===== src/rtl/key_found_arbiter.sv =====
// key_found_arbiter: collects per-core "key found" pulses, round-robin
// arbitrates among pending cores, drives a one-hot result-mux select and
// hands the selected key to the consumer over a valid/ready handshake.
module key_found_arbiter #(
  parameter int unsigned N_CORES = 16,
  parameter int unsigned IDX_W   = 4,
  parameter int unsigned CNT_W   = 8
) (
  input  logic               clk,
  input  logic               rst_n,
  input  logic               clear,
  input  logic [N_CORES-1:0] found,
  output logic [N_CORES-1:0] sel,
  output logic               out_valid,
  input  logic               out_ready,
  output logic [IDX_W-1:0]   grant_idx,
  output logic [CNT_W-1:0]   hits,
  output logic               overflow
);

  typedef enum logic [0:0] {
    IDLE    = 1'b0,
    PRESENT = 1'b1
  } state_t;

  state_t               state;
  logic [N_CORES-1:0]   pending;
  logic [IDX_W-1:0]     rr_ptr;

  logic                 handshake;
  logic [N_CORES-1:0]   accept_mask;
  logic                 pick_any;
  logic [IDX_W-1:0]     pick_idx;
  logic [N_CORES-1:0]   pick_onehot;
  logic [IDX_W-1:0]     next_rr;

  // Handshake decode; the accepted core's pending bit is masked so a
  // simultaneous re-arrival is a fresh event rather than an overflow.
  always_comb begin
    handshake   = (state == PRESENT) && out_valid && out_ready;
    accept_mask = handshake ? sel : '0;
    next_rr     = (grant_idx == IDX_W'(N_CORES - 1)) ? '0 : grant_idx + IDX_W'(1);
  end

  // Round-robin pick: first pending bit at or above rr_ptr, wrapping.
  always_comb begin
    int unsigned j;
    j        = 0;
    pick_any = 1'b0;
    pick_idx = '0;
    for (int unsigned i = 0; i < N_CORES; i++) begin
      j = 32'(rr_ptr) + i;
      if (j >= N_CORES) j = j - N_CORES;
      if (!pick_any && pending[j]) begin
        pick_any = 1'b1;
        pick_idx = IDX_W'(j);
      end
    end
    pick_onehot = {{(N_CORES-1){1'b0}}, 1'b1} << pick_idx;
  end

  // Pending capture, overflow detection, grant FSM and hit counter.
  always_ff @(posedge clk or negedge rst_n) begin
    if (!rst_n) begin
      state     <= IDLE;
      pending   <= '0;
      rr_ptr    <= '0;
      sel       <= '0;
      out_valid <= 1'b0;
      grant_idx <= '0;
      hits      <= '0;
      overflow  <= 1'b0;
    end else if (clear) begin
      state     <= IDLE;
      pending   <= '0;
      rr_ptr    <= '0;
      sel       <= '0;
      out_valid <= 1'b0;
      grant_idx <= '0;
      hits      <= '0;
      overflow  <= 1'b0;
    end else begin
      pending <= (pending & ~accept_mask) | found;
      if (|(found & pending & ~accept_mask)) overflow <= 1'b1;

      case (state)
        IDLE: begin
          if (pick_any) begin
            sel       <= pick_onehot;
            grant_idx <= pick_idx;
            out_valid <= 1'b1;
            state     <= PRESENT;
          end else begin
            sel       <= '0;
            grant_idx <= '0;
            out_valid <= 1'b0;
          end
        end
        PRESENT: begin
          if (handshake) begin
            rr_ptr    <= next_rr;
            if (hits != '1) hits <= hits + CNT_W'(1);
            sel       <= '0;
            grant_idx <= '0;
            out_valid <= 1'b0;
            state     <= IDLE;
          end
        end
        default: state <= IDLE;
      endcase
    end
  end

endmodule


===== config.mk =====
export PLATFORM = sky130hd
export DESIGN_NAME = key_found_arbiter
export DESIGN_NICKNAME = d
export VERILOG_FILES = /design/src/rtl/key_found_arbiter.sv
export SDC_FILE = /design/constraint.sdc
export NUM_CORES = 1
export LEC_CHECK = 0
export ABC_AREA = 1
export BUFFER_PORTS_ARGS = -buffer_cell sky130_fd_sc_hd__buf_4
export CAP_MARGIN = 20
export CORE_UTILIZATION = 30
export CTS_CLUSTER_DIAMETER = 80
export DETAILED_ROUTE_END_ITERATION = 6
export GPL_TIMING_DRIVEN = 0
export PLACE_DENSITY = 0.54
export SYNTH_ARGS = -nofsm -noshare
export SYNTH_HDL_FRONTEND = slang
export SYNTH_SLANG_ARGS = --single-unit

===== constraint.sdc =====
create_clock -name clk -period 3.15 [get_ports clk]
set_input_delay 0.7875 -clock clk [delete_from_list [all_inputs] [get_ports clk]]
set_output_delay 0.7875 -clock clk [all_outputs]
set_load 0.02 [all_outputs]

==> impl_metrics.py, run 1 <==
metrics = {
    "outcome": {
        "outcome": "finished, violations left",
        "violations": "setup timing",
    },
    "final_layout": {
        "area_growth_pct": 43.3,
        "diodes": 0,
        "nNetsFinal": 794,
        "layout-drive-gt1-share_pct": 34.2,
        "final_util_pct": 43.9,
        "nFillCells": 1453,
    },
    "critical_path": {
        "worstPathRequired_ns": 3.38,
        "slowest_delay_ns": 0.44,
        "critical_path.slowest_cell": "dfrtp_2",
        "r2r-start": "rr_ptr[1]$_DFFE_PN0P_",
        "worstPathCellList": "buf_4, buf_4, nand3_1, nand3_1, nand2_2, nand2_2, nand2_4, buf_4, nor2_8, nand4_4, nor2_4, nand4_4, nor2_4, nand4_4, nor2_4, nand3_4, inv_4, nand2_2, a21boi_4, nor2_2, nand4_1, nand2_1",
        "crit_fanout": 10,
        "rr_endpoint": "sel[13]$_DFFE_PN0P_",
        "ff2ff_path_depth": 22,
        "arrival_ns": 3.71,
        "cp-end-kind": "flip-flop",
        "critPathKind": "reg2reg",
        "r2r_slack_ns": -0.33,
        "start_kind": "flip-flop",
    },
    "clock_network": {
        "clock_path_buffers": 2,
        "cts_max_level": 2,
        "tritoncts.num_buffers": 5,
        "cts.clk_slew.worst_paths_ns": 0.07,
        "cts-root-buf": "clkbuf_16",
        "worst_skew_pair.late_latency_ns": 0.29,
        "numClockSinks": 51,
        "cts_tree": "built",
    },
    "place": {
        "place.gp.congestion": 0.931,
        "dp.final_hpwl_um": 11000,
        "portBuffers": 49,
    },
    "route": {
        "via_per_inst": 5.22,
        "first_iter_violations": 409,
        "vias": 4936,
        "antenna_left": 0,
        "avgRoutedWirePerCell_um": 16.1,
        "totalWireLength_um": 15300,
        "drcViolationCount": 0,
        "firstDrtPassIters": 5,
    },
    "hold_path": {
        "hold_path_depth": 2,
        "hold_end": "sel[10]$_DFFE_PN0P_",
        "hp-class": "reg2reg",
        "hp-start": "sel[10]$_DFFE_PN0P_",
    },
    "synthesis": {
        "synthTopCellsByArea": "dfrtp_1 30%, nand2_1 18%, nand3_1 15%, nor2_1 4.9%, inv_1 4.3%",
        "synth_xor_area_share_pct": 1.62,
        "synth_top_area_share_pct": 30.0,
        "synth.most_common_cell": "nand2_1",
        "yosysWarnings": 0,
        "synth_edf_count": 0,
        "synth_compound_area_share_pct": 7.91,
        "synthMuxAreaShare_pct": 0,
        "synth_simple_gate_area_share_pct": 50.0,
        "synth.top_cells.by_count": "207 x nand2_1, 126 x nand3_1, 55 x nor2_1, 51 x dfrtp_1, 49 x inv_1",
        "synthAdderAreaFrac_pct": 2.65,
        "synth.avg_cell_area_um2": 6.45,
        "synth_top_family_by_area": "simple AND/OR/NAND/NOR gates",
        "yosys.area.top_type": "dfrtp_1",
        "synth_flop_cell": "dfrtp_1",
        "synthArstFlopShare_pct": 100,
        "synth.distinct_cells": 39,
        "synth_nets": 689,
        "syn_inst": 660,
        "yosysSeqAreaShare_pct": 30.0,
        "netlist_area_mm2": 0.00426,
        "synth-seq-cells": 51,
    },
    "sta": {
        "period_needed_ns": 3.48,
        "slew_viol_final": 0,
        "rsz0062_at_grt": "true",
        "hold_viol": 0,
        "fin_crit_sh_pct": 111,
        "finalSetupTns_ns": -5.23,
        "finClkSkew_ns": 0.00829,
        "tightest_slew_ns": 0.720,
        "max_slew_margin_pct": 51.5,
        "max_freq_ghz": 0.287,
        "finalWorstSetupSlack_ns": -0.333,
        "setup_viol_count_final": 21,
    },
    "pwr": {
        "irDropWorstVdd_mv": 0.376,
        "combPwrFrac_pct": 49.6,
        "power.density_mw_per_mm2": 424,
        "p_switching_mw": 1.11,
        "clockPowerShare_pct": 21.1,
        "switching_share_pct": 43.0,
        "power_frac_seq_pct": 29.3,
        "power_leakage_nw": 3.01,
        "intPower_mw": 1.48,
    },
    "job": {
        "max_cap_violations": 0,
    },
    "die": {
        "dieArea_mm2": 0.0147,
        "ios": 50,
        "die_y_um": 121,
        "coreArea_mm2": 0.0139,
        "std_cell_rows": 43,
        "start_util_pct": 30.7,
        "die_x_um": 121,
    },
    "grt": {
        "met2_usage_pct": 36.1,
        "grt_max_degree": 52,
        "grt-busiest-layer": "met2",
        "met1_usage_pct": 26.6,
        "antenna_found_initial": 0,
        "grt_pass1_wl_um": 24000,
        "met3_usage_pct": 2.35,
        "grt-ovfl-total": 0,
        "track_usage_pct": 21.2,
        "grt_pass1_vias": 4703,
    },
}
final cells by class:
class / instances / area (um^2) / share of cell area [%]
tap: 180 / 225 / 3.69
inverter: 64 / 277 / 4.54
timing repair buffer: 96 / 754 / 12.4
multi-input combinational: 531 / 3270 / 53.7
buffer: 16 / 139 / 2.28
sequential: 51 / 1280 / 21.0
clock buffer: 7 / 143 / 2.34
clock inverter: 1 / 5.00 / 0.0821
routing by layer:
layer / share of wire, % / wire length, um
met2: 48 / 7370
met3: 3.7 / 561
met5: 0 / 0
met4: 4.0 / 612
met1: 44 / 6720
logic make-up (layout without fill, tap and decap cells):
| kind of cell | count (synthesis) | count (layout) |
|---|---|---|
| simple gates | 454 | 456 |
| buf+inv | 80 | 184 |
| compound gates | 59 | 59 |
| flops | 51 | 51 |
| fa+ha+maj | 9 | 9 |
| xor+xnor | 7 | 7 |
through the flow:
stage	instances	power, mW	cell area [um^2]	setup slack (ns)	hold slack (ns)
final	946	2.59	6100	-0.333	0.509
after global routing	946	2.74	6100	-0.530	0.544
after CTS	939	2.41	5770	-0.211	0.519
after detailed placement	889	1.67	4900	-0.955	0.506
after global placement	889	1.66	4900	-0.954	0.491
after floorplan	660	1.38	4310	0.000473	0.492
power by group through the flow:
stage | combinational [mW] | sequential (mW) | clock, mW
finish | 1.28 | 0.759 | 0.545
global route | 1.39 | 0.765 | 0.580
CTS | 1.10 | 0.758 | 0.551
detailed placement | 0.898 | 0.769 | 0
global placement | 0.894 | 0.768 | 0
floorplan | 0.596 | 0.786 | 0
how the worst max path moves through the flow:
| stage | cells past startpoint | startpoint | end | slack [ns] |
|---|---|---|---|---|
| floorplan | 25 | rr_ptr[1]$_DFFE_PN0P_ | sel[0]$_DFFE_PN0P_ | 0.0005 |
| global placement | 23 | rr_ptr[1]$_DFFE_PN0P_ | sel[9]$_DFFE_PN0P_ | -0.95 |
| detailed placement | 21 | rr_ptr[1]$_DFFE_PN0P_ | sel[9]$_DFFE_PN0P_ | -0.95 |
| CTS | 23 | rr_ptr[0]$_DFFE_PN0P_ | sel[13]$_DFFE_PN0P_ | -0.21 |
| global route | 23 | rr_ptr[0]$_DFFE_PN0P_ | sel[13]$_DFFE_PN0P_ | -0.53 |
| finish | 22 | rr_ptr[1]$_DFFE_PN0P_ | sel[13]$_DFFE_PN0P_ | -0.33 |
cell usage in the layout (no fill, tap or decap), types with 5 or more instances in the layout:
cell	instances
nand3_1	87
inv_4	5
a21oi_1	23
nand3_2	36
buf_6	11
clkbuf_1	6
o21ai_0	13
nand2_2	16
inv_1	44
nand3_4	6
buf_4	90
inv_2	9
nor2_2	10
nor2_1	39
clkbuf_16	5
nor3_1	10
nor2_4	15
ha_1	5
nand4_1	23
o21ai_2	7
nand2_4	20
dfrtp_1	49
nand2_1	184
o21ai_1	5
worst max-delay path, delay by kind of cell (launching register included):
family	cells	cell delay (ns)
compound gates	1	0.18
simple gates	17	2.15
buf+inv	4	0.64
flops	1	0.44
repair_timing:
| item | 4_1_cts | 5_1_grt |
|---|---|---|
| pin swaps | 46 | 33 |
| setup buffers | 42 | 5 |
| endpoints found under the setup margin | 22 | 22 |
| gates cloned | 0 | 3 |
| resized for setup | 103 | 69 |
| hold buffers | 0 | 0 |
| endpoints found under the hold margin | 0 | 0 |
registers in the layout, summed over array words and instances (netlist names):
register / flops
pending: 16
sel: 16
hits: 8
grant_idx: 4
rr_ptr: 4
out_valid: 1
overflow: 1
state: 1
Power figures use the tool's default switching activity.
==> run 2, diff against run 1 <==
--- a/config.mk
+++ b/config.mk
@@ -5,9 +5,9 @@
 export SDC_FILE = /design/constraint.sdc
 export NUM_CORES = 1
 export LEC_CHECK = 0
-export ABC_AREA = 1
 export BUFFER_PORTS_ARGS = -buffer_cell sky130_fd_sc_hd__buf_4
 export CAP_MARGIN = 20
+export CORE_ASPECT_RATIO = 1.25
 export CORE_UTILIZATION = 30
 export CTS_CLUSTER_DIAMETER = 80
 export DETAILED_ROUTE_END_ITERATION = 6
==> run 2 against run 1 <==
The flow still finishes with violations (setup timing). Die area increased by 7.3%. First-iteration DRC count decreased by 47%. Worst setup slack got worse by 0.69 ns. Critical path depth decreased by 5. Final cell count decreased by 19%. Sequential cell count unchanged. Area after synthesis increased by 7.4%.
==> impl_metrics.py, run 2 <==
metrics = {
    "outcome": {
        "outcome": "finished, violations left",
        "violations": "setup timing",
    },
    "pwr": {
        "power.density_mw_per_mm2": 409,
        "irDropWorstVdd_mv": 0.359,
        "power_leakage_nw": 2.62,
        "p_total_mw": 2.52,
    },
    "place": {
        "dp_cells": 712,
        "pre_cts_slack_ns": -1.86,
        "portBuffers": 48,
        "dp.final_hpwl_um": 12000,
        "place.gp.congestion": 0.949,
        "placed_cell_area_mm2": 0.00525,
    },
    "sta": {
        "finClkSkew_ns": 0.00397,
        "max_freq_ghz": 0.240,
        "fin_crit_sh_pct": 133,
        "rsz0062_at_grt": "true",
        "setup_viol_count_final": 22,
        "max_slew_margin_pct": 34.8,
        "finalSetupTns_ns": -20.19,
        "whs_ns": 0.520,
        "slew_viol_final": 0,
        "hold_viol": 0,
        "period_needed_ns": 4.18,
        "tightest_slew_ns": 0.972,
        "finalWorstSetupSlack_ns": -1.03,
    },
    "synthesis": {
        "synthArstFlopShare_pct": 100,
        "synth.top_cells.by_count": "59 x nor2_1, 51 x dfrtp_1, 39 x nand2_1, 24 x mux2_2",
        "syn_inst": 482,
        "synthTopCellsByArea": "dfrtp_1 28%, mux4_2 8.4%, mux2_2 5.9%, nor2_1 4.8%, nand2_1 3.2%",
        "synth.distinct_cells": 79,
        "yosys.area.top_type": "dfrtp_1",
        "synth_nets": 511,
        "synth_edf_count": 0,
        "synth.avg_cell_area_um2": 9.49,
        "synth-seq-cells": 51,
        "yosysSeqAreaShare_pct": 27.9,
        "netlist_area_mm2": 0.00457,
        "synth.most_common_cell": "nor2_1",
        "synth_top_area_share_pct": 27.9,
        "synth_flop_cell": "dfrtp_1",
        "yosysWarnings": 0,
    },
    "critical_path": {
        "r2r_slack_ns": -1.03,
        "critical_path.slowest_cell": "mux4_2",
        "critPathBufInv": 6,
        "startpoint": "rr_ptr[1]$_DFFE_PN0P_",
        "r2r-start": "rr_ptr[1]$_DFFE_PN0P_",
        "ff2ff_path_depth": 17,
        "slowest_delay_ns": 0.52,
        "rr_endpoint": "sel[12]$_DFFE_PN0P_",
        "arrival_ns": 4.36,
        "crit_fanout": 8,
        "start_kind": "flip-flop",
        "worstPathRequired_ns": 3.33,
        "cp-end-kind": "flip-flop",
        "path_common_cell": "clkbuf_8",
        "worstPathCellList": "clkbuf_8, clkbuf_16, clkinv_16, ha_4, buf_12, mux4_2, buf_6, o211ai_1, and4_4, clkbuf_8, mux2_4, a222oi_1, o32a_1, a21oi_2, a211o_1, and2_4, a32o_1",
        "cpLargestDelayFamily": "compound AO/OA/AOI/OAI gates",
        "critPathKind": "reg2reg",
    },
    "final_layout": {
        "final_cell_mix": "91 x buf_4, 58 x nor2_1, 51 x dfrtp_1, 39 x nand2_1, 18 x mux4_2",
        "nFillCells": 1442,
        "reg.largest.list": "pending (16), sel (16), hits (8)",
        "layout_commonest_cell": "buf_4",
        "seq_area_mm2": 0.00128,
        "final_util_pct": 41.1,
        "layout-drive-gt1-share_pct": 36.4,
        "multi_input_area_mm2": 0.00346,
        "diodes": 0,
        "nNetsFinal": 614,
        "finalNonFillerCells": 767,
        "final_area_mm2": 0.00615,
        "area_growth_pct": 34.5,
    },
    "die": {
        "std_cell_rows": 50,
        "die_x_um": 112,
        "start_util_pct": 30.6,
        "die_y_um": 140,
        "coreArea_mm2": 0.0150,
        "dieArea_mm2": 0.0157,
        "ios": 50,
    },
    "clock_network": {
        "cts.clk_slew.worst_paths_ns": 0.07,
        "clock_path_buffers": 2,
        "hold_buffers": 0,
        "cts-root-buf": "clkbuf_16",
        "cts_tree": "built",
        "worst_skew_pair.late_latency_ns": 0.29,
        "numClockSinks": 51,
        "tritoncts.num_buffers": 5,
        "cts_max_level": 2,
    },
    "hold_path": {
        "hp-class": "in2async",
    },
    "grt": {
        "track_usage_pct": 20.7,
        "antenna_found_initial": 0,
        "grt-ovfl-total": 0,
        "grt_pass1_wl_um": 25100,
        "grt_pass1_vias": 4579,
        "grt_max_degree": 52,
    },
    "route": {
        "avgRoutedWirePerCell_um": 21.2,
        "via_per_inst": 5.94,
        "totalWireLength_um": 16300,
        "vias": 4558,
        "firstDrtPassIters": 6,
        "first_iter_violations": 218,
        "drcViolationCount": 0,
        "antenna_left": 0,
    },
    "job": {
        "max_cap_violations": 0,
    },
}
[run 2: worst register-to-register path: cells and delay by family (launching register included)]
| kind | cells | cell delay (ns) |
|---|---|---|
| buffers and inverters | 6 | 0.76 |
| AND/OR/NAND/NOR | 2 | 0.45 |
| adder cells (fa/ha/maj) | 1 | 0.30 |
| flip-flops | 1 | 0.37 |
| AO/OA/AOI/OAI | 6 | 1.36 |
| multiplexers | 2 | 0.82 |
[run 2: repair_timing]
item / in CTS / in global routing
setup buffers: 40 / 9
setup endpoints to repair: 22 / 22
pin swaps: 27 / 13
resized for setup: 59 / 25
hold endpoints to repair: 0 / 0
[run 2: cell families after synthesis]
group | synth area share, %
and+or+nand+nor | 20.1
AOI/OAI and AO/OA | 22.1
muxes | 20.5
DFF | 27.9
buffers and inverters | 3.72
xor gates and xnor gates | 3.26
adders and majority gates | 2.46
[run 2: where the power goes]
part,switching [mW],internal (mW)
clock,0.237,0.371
sequential,0.0605,0.694
combinational,0.640,0.515
[run 2: worst max path at each step]
stage | endpoint | cells past startpoint | slack (ns)
finish | sel[12]$_DFFE_PN0P_ | 17 | -1.03
global route | sel[12]$_DFFE_PN0P_ | 15 | -1.13
CTS | sel[12]$_DFFE_PN0P_ | 15 | -1.03
detailed placement | sel[1]$_DFFE_PN0P_ | 16 | -1.86
global placement | sel[1]$_DFFE_PN0P_ | 16 | -1.83
floorplan | sel[0]$_DFFE_PN0P_ | 15 | -1.09
[run 2: cell type report]
cell class	count	share of cell area [%]
Clock inverter	1	0.488
Timing Repair Buffer	97	12.4
Clock buffer	6	2.10
Inverter	12	1.22
Sequential cell	51	20.7
Multi-Input combinational cell	395	56.2
Tap cell	182	3.70
Buffer	23	3.09
[run 2: routing by layer]
layer	track usage, %	up-vias	wire [um]	share of wire [%]
li1	-	2063	-	-
met1	23.5	2295	6310	39
met2	38.1	154	8550	53
met3	2.08	46	775	4.8
met4	11.2	0	633	3.9
met5	0	-	0	0
